<file path="config.mk">
export PLATFORM = sky130hd
export DESIGN_NAME = multiword_add_seq
export DESIGN_NICKNAME = d
export VERILOG_FILES = /design/src/rtl/multiword_add_seq.sv
export SDC_FILE = /design/constraint.sdc
export NUM_CORES = 1
export LEC_CHECK = 0
export ABC_AREA = 1
export BUFFER_PORTS_ARGS = -buffer_cell sky130_fd_sc_hd__buf_2
export CORE_ASPECT_RATIO = 0.7
export CORE_MARGIN = 5
export CORE_UTILIZATION = 35
export DETAILED_ROUTE_END_ITERATION = 7
export PLACE_DENSITY_LB_ADDON = 0.25
export SYNTH_ARGS = -nofsm -noshare
export SYNTH_HDL_FRONTEND = slang
export SYNTH_SLANG_ARGS = --single-unit
</file>
<file path="constraint.sdc">
create_clock -name clk -period 2.25 [get_ports clk]
set_clock_uncertainty 0.1 [all_clocks]
set_input_delay 0 -clock clk [delete_from_list [all_inputs] [get_ports clk]]
set_output_delay 0 -clock clk [all_outputs]
set_load 0.01 [all_outputs]
</file>
<file path="src/rtl/multiword_add_seq.sv">
// Multi-precision add/subtract sequencer: one N-bit adder slice reused over
// WORDS cycles, least-significant chunk first, with the carry registered between chunks.
module multiword_add_seq #(
  parameter int N     = 4,
  parameter int WORDS = 4
) (
  input  logic                 clk,
  input  logic                 rst_n,
  input  logic                 start,
  input  logic                 sub,
  input  logic                 cin,
  input  logic [N*WORDS-1:0]   a,
  input  logic [N*WORDS-1:0]   b,
  output logic                 busy,
  output logic                 done,
  output logic [N*WORDS-1:0]   sum,
  output logic                 cout,
  output logic                 overflow
);

  localparam int W  = N * WORDS;
  localparam int IW = (WORDS > 2) ? $clog2(WORDS) : 1;
  localparam logic [IW-1:0] LAST = IW'(WORDS - 1);

  typedef enum logic [1:0] {IDLE, RUN, DONE} state_t;

  state_t          state;
  logic [W-1:0]    opa;
  logic [W-1:0]    opb;
  logic [W-N-1:0]  wsum;
  logic            carry;
  logic [IW-1:0]   idx;

  logic [N:0]      slice;
  logic            cmsb;
  logic [W-1:0]    cat;

  // Operands shift right and the working sum shifts in from the top, so the
  // active chunk is always at bit 0 and no variable part-select is needed.
  always_comb begin
    slice = {1'b0, opa[N-1:0]} + {1'b0, opb[N-1:0]} + {{N{1'b0}}, carry};
    cmsb  = slice[N-1] ^ opa[N-1] ^ opb[N-1];
    cat   = {slice[N-1:0], wsum};
  end

  always_ff @(posedge clk or negedge rst_n) begin
    if (!rst_n) begin
      state    <= IDLE;
      opa      <= '0;
      opb      <= '0;
      wsum     <= '0;
      carry    <= 1'b0;
      idx      <= '0;
      busy     <= 1'b0;
      done     <= 1'b0;
      sum      <= '0;
      cout     <= 1'b0;
      overflow <= 1'b0;
    end else begin
      case (state)
        IDLE: begin
          done <= 1'b0;
          if (start) begin
            opa   <= a;
            opb   <= sub ? ~b : b;
            carry <= sub | cin;
            idx   <= '0;
            wsum  <= '0;
            busy  <= 1'b1;
            state <= RUN;
          end
        end
        RUN: begin
          opa   <= {{N{1'b0}}, opa[W-1:N]};
          opb   <= {{N{1'b0}}, opb[W-1:N]};
          wsum  <= cat[W-1:N];
          carry <= slice[N];
          idx   <= idx + 1'b1;
          if (idx == LAST) begin
            idx      <= '0;
            sum      <= cat;
            cout     <= slice[N];
            overflow <= slice[N] ^ cmsb;
            busy     <= 1'b0;
            done     <= 1'b1;
            state    <= DONE;
          end
        end
        DONE: begin
          done  <= 1'b0;
          state <= IDLE;
        end
        default: state <= IDLE;
      endcase
    end
  end

endmodule

</file>
==> Word level (Yosys, flattened, before mapping) <==
Cells that the tools add are included.
{ "totals": {"regBits": 69, "input_bits": 37, "elab_cells": 53} }
{ "op_classes": {"add_sub_neg": 3, "n_eq_ne": 5, "n_mux": 20, "n_bitwise": 5, "n_reduce_logical": 9} }
{ "op_table": {"columns": ["op", "n"], "rows": [
  ["16-bit one-hot mux with 2 select lines", 2],
  ["16-bit two-way mux", 3],
  ["12-bit one-hot mux with 2 select lines", 1],
  ["16-bit NOT", 1],
  ["12-bit two-way mux", 1],
  ["2-bit two-way mux", 4],
  ["2-bit one-hot mux with 2 select lines", 2],
  ["2-bit AND reduction", 4],
  ["1-bit one-hot mux with 2 select lines", 3],
  ["4-bit by 4-bit adder with 5-bit output", 1],
  ["5-bit by 1-bit adder with 5-bit output", 1],
  ["2-bit == test, second input constant", 2],
  ["1-bit two-way mux", 4],
  ["2-bit != test, second input constant", 2],
  ["2-bit nonzero test", 2],
  ["3-bit AND reduction", 1],
  ["1-bit bitwise XOR", 3],
  ["2-bit by 1-bit adder with 2-bit output, second input constant", 1],
  ["2-bit by 1-bit == test with 1-bit output, second input constant", 1],
  ["2-bit logical NOT", 1],
  ["2-bit OR reduction", 1],
  ["1-bit bitwise OR", 1]
]} }

==> Longest topological paths before layout <==
Gate-level depths: netlist (run 1).
{ "depth": {"ltp_word": 5, "ltp_mapped": 10, "depth_no_buf": 10} }

==> Worst setup path before layout (run 1) <==
OpenSTA, ideal clock, no wires.
{ "synth_path": {"path_kind": "register -> register", "from": "register opa[0]", "to": "register overflow", "arrival_ps": 1488, "setup_slack_ps": 539, "stages_incl_launch_ff": 10, "path_buffers": 0, "period_less_slack_ps": 1711, "cell_sequence": "dfrtp_1 > fa_1 > inv_1 > fa_1 > nand3b_1 > nand2_1 > nand2_1 > nand2_1 > nand3_1 > nand3_1"} }
{ "synth_via": {"elab_chain_len": 5} }
{ "synth_lines": {"columns": ["item", "line", "source"], "rows": [
  ["from (decl)", "28", "logic [W-1:0] opa;"],
  ["from (signal assigned)", "74", "opa <= {{N{1'b0}}, opa[W-1:N]};"],
  ["4-bit by 4-bit adder with 5-bit output (*)", "41", "slice = {1'b0, opa[N-1:0]} + {1'b0, opb[N-1:0]} + {{N{1'b0}}, carry};"],
  ["5-bit by 1-bit adder with 5-bit output (*)", "41", null],
  ["1-bit bitwise XOR (2 in a row)", "42", "cmsb = slice[N-1] ^ opa[N-1] ^ opb[N-1];"],
  ["1-bit bitwise XOR (*)", "83", "overflow <= slice[N] ^ cmsb;"],
  ["to (signal assigned)", "83", null],
  ["to (decl)", "18", "output logic overflow"]
]} }
Mark *: on every way between the ends. The rest lies on a longest branch, timed or not.
A chain may end at the register's enable or synchronous reset.

==> Worst setup path after layout (run 1) <==
{ "layout_path": {"from": "register opb[0]", "to": "register overflow"} }
{ "layout_via": {"elab_chain_len": 5} }
{ "layout_lines": {"columns": ["item", "line", "source"], "rows": [
  ["from (decl)", "29", "logic [W-1:0] opb;"],
  ["from (signal assigned)", "65", "opb <= sub ? ~b : b;"],
  ["from (signal assigned)", "75", "opb <= {{N{1'b0}}, opb[W-1:N]};"],
  ["4-bit by 4-bit adder with 5-bit output (*)", "41", null],
  ["5-bit by 1-bit adder with 5-bit output (*)", "41", null],
  ["1-bit bitwise XOR (2 in a row)", "42", null],
  ["1-bit bitwise XOR (*)", "83", null]
]} }
Marks and branches as above.

==> results.py, run 1 <==
metrics = {
    "floorplanning": {
        "design.core.area_um2": 8583,
        "pin_count": 57,
        "rows": 28,
        "dieArea_um2": 10930,
        "die_h_um": 89,
        "die_x_um": 122.9,
        "start_util": 0.3636,
    },
    "critical_path": {
        "worstPathArrival_ns": 1.94,
        "path_cells": "fa_1 -> inv_1 -> fa_1 -> nand3b_1 -> nand2_1 -> nand2_1 -> nand2_1 -> inv_1 -> nand2_1 -> nand3_1",
        "worst_path_largest_cell_delay_ns": 0.40,
        "startpoint_type": "flip-flop",
        "end_kind": "flip-flop",
        "cp_common_cell": "nand2_1",
        "critPathRequiredTime_ns": 2.36,
        "path_class": "reg -> reg",
        "path_max_fanout": 3,
        "crit_slowest_cell": "fa_1",
    },
    "sta": {
        "slew_viol_final": 0,
        "rsz0062_at_grt": "no",
        "finalHoldViolations": 0,
        "fmax_mhz": 547.3,
        "whs_ns": 0.0004907,
        "fin_crit_ns": 1.827,
        "setup_tns_ns": 0,
        "setup_violations": 0,
        "slew_headroom": 0.6852,
        "period_share": 0.8121,
        "tightest_slew_ns": 0.4721,
    },
    "clock_network": {
        "cts_tree": "done",
        "cts-buffers-inserted": 9,
        "cts_resized": 0,
        "cts.clk_slew.worst_paths_ns": 0.06,
        "root_buffer": "clkbuf_16",
        "h-tree-depth": 3,
        "clockBufferDepth": 2,
        "cts_sinks": 69,
        "clock_latency_ns": 0.32,
    },
    "global_routing": {
        "overflow": 0,
        "grt_first_pass_wirelength_um": 11940,
        "gr-usage-all-layers": 0.1428,
        "grt_pass1_vias": 2474,
        "grt_max_degree": 33,
        "antenna_found_initial": 0,
    },
    "detailed_routing": {
        "via_per_inst": 4.540,
        "wl_um": 7056,
        "vias": 2488,
        "first_pass_iters": 4,
        "drtIter0Drc": 137,
        "antenna_left": 0,
        "drcViolationCount": 0,
        "wl_per_cell_um": 12.88,
    },
    "final_layout": {
        "area_growth_pct": 31.76,
        "regArea_um2": 1727,
        "nFillCells": 831,
        "final_cells": 548,
        "drive_gt1_frac": 0.2009,
        "multiInputGateArea_um2": 1159,
        "nNetsFinal": 466,
        "n_antenna_cell": 0,
    },
    "outcome": {
        "outcome": "completed",
    },
    "placed_design": {
        "numPlacedInstances": 501,
        "io_buffers": 56,
        "gp_congestion": 0.7969,
        "hpwl_um": 4846,
    },
    "synthesis": {
        "synth_seq_cells": 69,
        "yosysUniqueCellTypes": 27,
        "yosys_warnings": 0,
        "syn_area_per_cell_um2": 9.287,
        "synth_area_um2": 3120,
        "seq_area_frac_synth": 0.5533,
        "syn_nets": 379,
        "synthCells": 336,
    },
    "flow_run": {
        "drv_cap": 0,
    },
    "worst_hold_path": {
        "hp-class": "in -> async",
    },
    "power": {
        "total_power_mw": 5.960,
        "ir_drop_v": 0.0005346,
        "powerDensity_nw_per_um2": 1450,
        "p_leak_nw": 1.969,
    },
}
## layer usage
layer	vias up	GRT usage	wire, µm
met3	4	0.04807	331
met2	54	0.2176	3095
met1	1159	0.1944	3554
met4	0	0.04268	74
li1	1271	-	-
met5	-	0	0
## cells by family after synthesis
kind of cell | share of synthesized area
buf+inv | 0.07538
xor+xnor | 0.04771
flops | 0.5533
simple gates | 0.1500
fa+ha+maj | 0.02887
compound gates | 0.1447
## report_power, final
part / switching, mW / internal (mW) / leakage, nW
clock network: 0.515 / 0.963 / 0.151
logic: 1.47 / 0.912 / 0.952
registers: 0.284 / 1.82 / 0.866
total: 2.26 / 3.70 / 1.97
## registers in the layout (all words and copies together), names as in the netlist
| name | count |
|---|---|
| busy | 1 |
| carry | 1 |
| cout | 1 |
| done | 1 |
| idx | 2 |
| opa | 16 |
| opb | 16 |
| overflow | 1 |
| state | 2 |
| sum | 16 |
| wsum | 12 |
## cells in the mapped netlist
| cell type | number | area share |
|---|---|---|
| clkbuf_2 | 1 | 0.0016 |
| o22ai_1 | 13 | 0.026 |
| buf_4 | 2 | 0.0048 |
| nor2_4 | 1 | 0.0036 |
| o21ai_1 | 32 | 0.051 |
| nor2_1 | 16 | 0.019 |
| o21ai_0 | 28 | 0.045 |
| fa_1 | 2 | 0.013 |
| nand3_1 | 5 | 0.0080 |
| nand2_4 | 2 | 0.0072 |
| buf_1 | 2 | 0.0024 |
| nor3_1 | 1 | 0.0016 |
| buf_2 | 7 | 0.011 |
| nand4_1 | 1 | 0.0020 |
| dfrtp_1 | 69 | 0.55 |
| o21a_1 | 1 | 0.0024 |
| ha_1 | 4 | 0.016 |
| inv_1 | 25 | 0.030 |
| a22o_1 | 1 | 0.0028 |
| buf_6 | 6 | 0.022 |
| a21oi_2 | 1 | 0.0028 |
| xnor2_1 | 17 | 0.048 |
| inv_2 | 3 | 0.0036 |
| a21oi_1 | 3 | 0.0048 |
| o211ai_1 | 4 | 0.0096 |
| nand3b_1 | 1 | 0.0024 |
| nand2_1 | 88 | 0.11 |
## final timing paths
kind	from	to	slack [ns]	cells after the start
setup reg to reg	opb[0]	overflow	0.42	10
hold reg to reg	opa[13]	opa[13]	0.38	2
max in group asynchronous	rst_n	opb[3]	1.42	3
min in group clk	b[8]	opb[8]	0	5
setup / recovery	opb[0]	overflow	0.42	10
hold / removal	rst_n	sum[1]	0.0005	2
## cell type report
type | instances | share of cell area
multi-input combinational | 221 | 0.2818
sequential | 69 | 0.4200
tap | 120 | 0.03652
inverter | 28 | 0.02556
clock inverter | 7 | 0.02191
clock buffer | 9 | 0.05478
timing repair buffer | 94 | 0.1595
## cells in the final DEF, fill, tap and decap left out, drive strengths merged, types with 5 or more instances in the layout
| master | netlist | final |
|---|---|---|
| nand3 | 5 | 5 |
| dlygate4sd3 | 0 | 31 |
| o21ai | 60 | 60 |
| nand2 | 90 | 90 |
| inv | 28 | 28 |
| clkbuf | 1 | 9 |
| xnor2 | 17 | 17 |
| buf | 17 | 63 |
| nor2 | 17 | 17 |
| o22ai | 13 | 13 |
| dfrtp | 69 | 69 |
## critical path: cells and delay by family (launching register included)
kind	cells	cell delay [ns]
buf+inv	2	0.10
fa+ha+maj	2	0.60
simple gates	6	0.54
flops	1	0.37
## repair_timing
item | in CTS | in global routing
endpoints found under the hold margin | 99 | 0
buffers inserted | 0 | 0
hold buffers | 31 | 0
## stage by stage
step                      worst slack, ns    util  area [µm²]
final                              0.4227  0.4790        4111
after global routing               0.2898  0.4790        4111
after CTS                          0.4340  0.4790        4111
after detailed placement           0.4479  0.4061        3486
after global placement             0.4783  0.4061        3486
after floorplan                    0.5386       -        3120
(Power assumes the default switching activity.)
==> run 2, diff against run 1 <==
==> constraint.sdc (replaced) <==
create_clock -name clk -period 1.7 [get_ports clk]
set_clock_uncertainty 0.1 [all_clocks]
set_input_delay 0 -clock clk [delete_from_list [all_inputs] [get_ports clk]]
set_output_delay 0 -clock clk [all_outputs]
set_load 0.01 [all_outputs]
==> results.py, run 2 (synthesis gave the netlist of run 1 again) <==
metrics = {
    "detailed_routing": {
        "vias": 2508,
        "drcViolationCount": 0,
        "antenna_left": 0,
        "via_per_inst": 4.511,
        "drtIter0Drc": 111,
        "first_pass_iters": 4,
        "wl_per_cell_um": 12.89,
        "wl_um": 7166,
    },
    "global_routing": {
        "antenna_found_initial": 0,
        "grt_max_degree": 70,
        "grt_first_pass_wirelength_um": 12460,
        "grt_pass1_vias": 2597,
        "overflow": 0,
        "gr-usage-all-layers": 0.1470,
    },
    "floorplanning": {
        "die_h_um": 89,
        "rows": 28,
        "design.core.area_um2": 8583,
        "start_util": 0.3636,
        "die_x_um": 122.9,
        "dieArea_um2": 10930,
        "pin_count": 57,
    },
    "final_layout": {
        "area_growth_pct": 33.24,
        "n_antenna_cell": 0,
        "layout_common_cells": "nand2_1 (87), dfrtp_1 (69), buf_2 (56), o21ai_1 (33), dlygate4sd3_1 (33)",
        "fin_util": 0.4844,
        "drive_gt1_frac": 0.2202,
        "reg_top3": "opa x16, opb x16, sum x16",
        "layout_commonest_cell": "nand2_1",
        "nNetsFinal": 474,
        "fin_area_um2": 4158,
        "final_cells": 556,
    },
    "power": {
        "p_leak_nw": 1.989,
        "ir_drop_v": 0.0006950,
        "powerDensity_nw_per_um2": 1893,
    },
    "critical_path": {
        "startpoint_type": "flip-flop",
        "crit_slowest_cell": "dfrtp_1",
        "end_kind": "flip-flop",
        "reg2reg_slack_ns": -0.07,
        "worstPathArrival_ns": 1.89,
        "reg2reg_to": "overflow",
        "cp_common_cell": "nand2_1",
        "critPathRequiredTime_ns": 1.82,
        "worstRegToRegCells": 10,
        "path_cells": "fa_2 -> inv_2 -> fa_2 -> nand3b_1 -> nand2_2 -> nand2_1 -> nand2_1 -> inv_1 -> nand2_1 -> nand3_1",
        "r2r_start": "carry",
        "path_class": "reg -> reg",
        "path_max_fanout": 3,
        "worst_path_largest_cell_delay_ns": 0.38,
    },
    "sta": {
        "tightest_slew_ns": 0.4790,
        "fmax_mhz": 564.4,
        "period_share": 1.042,
        "setup_ws_ns": -0.07186,
        "rsz0062_at_grt": "yes",
        "whs_ns": 0.009776,
        "finalHoldViolations": 0,
        "setup_violations": 5,
        "fin_crit_ns": 1.772,
        "slew_viol_final": 0,
        "slew_headroom": 0.6807,
        "setup_tns_ns": -0.1792,
    },
    "placed_design": {
        "hpwl_um": 4739,
        "numPlacedInstances": 506,
        "placed_cell_area_um2": 3541,
        "io_buffers": 56,
        "gp_congestion": 0.8109,
    },
    "outcome": {
        "violations": "setup timing",
        "outcome": "complete, but fails checks",
    },
    "clock_network": {
        "cts-buffers-inserted": 9,
        "h-tree-depth": 3,
        "cts.clk_slew.worst_paths_ns": 0.06,
        "cts_sinks": 69,
        "root_buffer": "clkbuf_16",
        "cts_tree": "done",
        "clock_latency_ns": 0.33,
        "clockBufferDepth": 2,
    },
    "worst_hold_path": {
        "hp-class": "in -> reg",
        "holdPathStages": 5,
        "min_from": "b[2]",
        "hold_end": "opb[2]",
    },
    "flow_run": {
        "drv_cap": 0,
    },
}
-- run 2: repair_timing --
item / in CTS / in global routing
resized for setup: 3 / 0
setup endpoints to repair: 3 / 4
setup buffers: 0 / 1
hold endpoints to repair: 102 / 0
hold buffers: 33 / 0
pin swaps: 3 / 0
-- run 2: stage by stage --
step	setup WS [ns]	power, mW
floorplan	0.02343	5.094
global placement	-0.02869	6.013
detailed placement	-0.08345	6.081
CTS	-0.06611	7.930
global route	-0.2110	8.606
finish	-0.07186	7.869
-- run 2: layout make-up --
cell class | instances | area, µm²
clock inverter | 7 | 51.30
fill | 851 | 4425
sequential | 69 | 1727
timing repair buffer | 102 | 733.2
inverter | 28 | 105.1
clock buffer | 9 | 225.2
tap | 120 | 150.1
multi-input combinational | 221 | 1166
-- run 2: critical path, delay by kind of cell, from the launching register on --
kind,cells,cell delay (ns)
and+or+nand+nor,6,0.53
buffers and inverters,2,0.08
DFF,1,0.38
adders and majority gates,2,0.57
-- run 2: layer usage --
metal | vias up | part of all wire | track usage
met2 | 57 | 0.45 | 0.2266
met4 | 0 | 0.011 | 0.03963
met1 | 1160 | 0.47 | 0.1974
met5 | - | 0 | 0
li1 | 1284 | - | -
met3 | 7 | 0.068 | 0.05313
-- run 2: worst max path at each step --
stage / start / to / slack (ns) / cells past startpoint
global placement: opa[0] / overflow / -0.03 / 10
global route: carry / overflow / -0.21 / 10
detailed placement: opa[0] / overflow / -0.08 / 10
finish: carry / overflow / -0.07 / 10
CTS: carry / overflow / -0.07 / 10
floorplan: opa[0] / overflow / 0.02 / 10
-- run 2: power by group --
group	switching (mW)	internal, mW	leakage, nW
Clock	0.725	0.990	0.132
Sequential	0.377	2.41	0.866
Combinational	1.98	1.39	0.992
Total	3.08	4.78	1.99
==> run 3, diff against run 2 <==
--- a/config.mk
+++ b/config.mk
@@ -7,6 +7,9 @@
 export LEC_CHECK = 0
 export ABC_AREA = 1
 export BUFFER_PORTS_ARGS = -buffer_cell sky130_fd_sc_hd__buf_2
+export CAP_MARGIN = 20
+export CELL_PAD_IN_SITES_DETAIL_PLACEMENT = 1
+export CELL_PAD_IN_SITES_GLOBAL_PLACEMENT = 1
 export CORE_ASPECT_RATIO = 0.7
 export CORE_MARGIN = 5
 export CORE_UTILIZATION = 35
==> results.py, run 3 (synthesis gave the netlist of run 1 again) <==
metrics = {
    "placed_design": {
        "hpwl_um": 5160,
        "pre_cts_ws_ns": -0.1229,
        "io_buffers": 56,
        "gp_congestion": 0.7464,
    },
    "floorplanning": {
        "design.core.area_um2": 8583,
        "rows": 28,
        "start_util": 0.3636,
        "pin_count": 57,
        "die_h_um": 89,
        "dieArea_um2": 10930,
        "die_x_um": 122.9,
    },
    "clock_network": {
        "root_buffer": "clkbuf_16",
        "cts_tree": "done",
        "clockBufferDepth": 2,
        "cts.clk_slew.worst_paths_ns": 0.06,
        "h-tree-depth": 3,
        "cts_sinks": 69,
        "cts-buffers-inserted": 9,
        "clock_latency_ns": 0.33,
    },
    "detailed_routing": {
        "drtIter0Drc": 138,
        "drcViolationCount": 0,
        "wl_um": 8165,
        "via_per_inst": 4.626,
        "first_pass_iters": 4,
        "vias": 2563,
        "antenna_left": 0,
        "wl_per_cell_um": 14.74,
    },
    "sta": {
        "slew_viol_final": 0,
        "fin_crit_ns": 1.779,
        "slew_headroom": 0.6820,
        "period_share": 1.046,
        "setup_tns_ns": -0.1532,
        "rsz0062_at_grt": "yes",
        "setup_violations": 3,
        "setup_ws_ns": -0.07857,
        "fmax_mhz": 562.2,
        "finalHoldViolations": 0,
        "tightest_slew_ns": 0.4769,
    },
    "final_layout": {
        "layout_common_cells": "nand2_1 (84), dfrtp_1 (69), buf_2 (56), o21ai_1 (33), dlygate4sd3_1 (32)",
        "layout_commonest_cell": "nand2_1",
        "area_growth_pct": 34.28,
        "nNetsFinal": 472,
        "drive_gt1_frac": 0.2258,
        "reg_top3": "opa x16, opb x16, sum x16",
        "n_antenna_cell": 0,
        "fin_util": 0.4882,
        "nFillCells": 1004,
    },
    "critical_path": {
        "worstPathArrival_ns": 1.90,
        "path_class": "reg -> reg",
        "startpoint_type": "flip-flop",
        "setup.worst_path.start": "opa[0]",
        "critPathRequiredTime_ns": 1.82,
        "path_max_fanout": 3,
        "r2r_start": "opa[0]",
        "end_kind": "flip-flop",
    },
    "global_routing": {
        "grt_first_pass_wirelength_um": 13950,
        "overflow": 0,
        "antenna_found_initial": 0,
        "gr-usage-all-layers": 0.1678,
        "grt_max_degree": 70,
        "grt_pass1_vias": 2757,
    },
    "power": {
        "total_power_mw": 8.297,
        "p_leak_nw": 2.005,
        "powerDensity_nw_per_um2": 1980,
        "ir_drop_v": 0.0008341,
    },
    "outcome": {
        "outcome": "complete, but fails checks",
        "violations": "setup timing",
    },
    "flow_run": {
        "drv_cap": 0,
    },
    "worst_hold_path": {
        "min_from": "b[0]",
        "hp-class": "in -> reg",
    },
}
[run 3: final timing paths]
path	endpoint	slack, ns	depth (start not counted)
worst max-delay path	overflow	-0.08	10
worst min-delay path	opb[0]	0.02	4
worst max register to register	overflow	-0.08	10
worst min register to register	busy	0.37	2
max in group asynchronous	sum[2]	1.06	3
min in group asynchronous	opa[15]	0.11	3
[run 3: metal layers]
layer	GRT usage	part of all wire	vias up	wire length, µm
li1	-	-	1281	-
met2	0.2692	0.47	47	3841
met4	0.06504	0.017	0	140
met1	0.2194	0.47	1224	3863
met5	0	0	-	0
met3	0.04428	0.039	11	319
[run 3: metrics by stage]
| step | std cells | hold WS [ns] | instance area (µm²) |
|---|---|---|---|
| 2_1_floorplan | 336 | -0.3956 | 3126 |
| 3_3_place_gp | 504 | -0.04754 | 3526 |
| 3_5_place_dp | 504 | -0.03877 | 3526 |
| 4_1_cts | 554 | 0.01595 | 4180 |
| 5_1_grt | 554 | 0.05061 | 4190 |
| 6_report | 554 | 0.02273 | 4190 |
[run 3: where the power goes]
group	internal, mW	switching [mW]	total [mW]
Sequential	2.41	0.394	2.80
Combinational	1.39	2.12	3.51
Clock	1.28	0.698	1.98
[run 3: critical path, stage by stage, from the launching register on]
cell and delay [ns]:
dfrtp_1 0.39, fa_2 0.24, inv_2 0.04, fa_2 0.33, nand3b_1 0.19, nand2_2 0.11, nand2_2 0.05, nand2_2 0.06
inv_2 0.03, nand2_1 0.05, nand3_1 0.06
[run 3: layout make-up]
type,count,area (µm²),area share
well taps,120,150.1,0.03583
inverters,28,107.6,0.02568
repair buffers,100,715.7,0.1708
clock buffers,10,229.0,0.05464
multi-input cells,221,1174,0.2801
flip-flops and latches,69,1727,0.4121
clock inverters,6,87.58,0.02090
[run 3: what timing repair did]
action,4_1_cts,5_1_grt
hold endpoints to repair,100,0
setup buffers,2,0
pin swaps,3,2
resized for setup,3,6
setup endpoints to repair,3,9
hold buffers,32,0
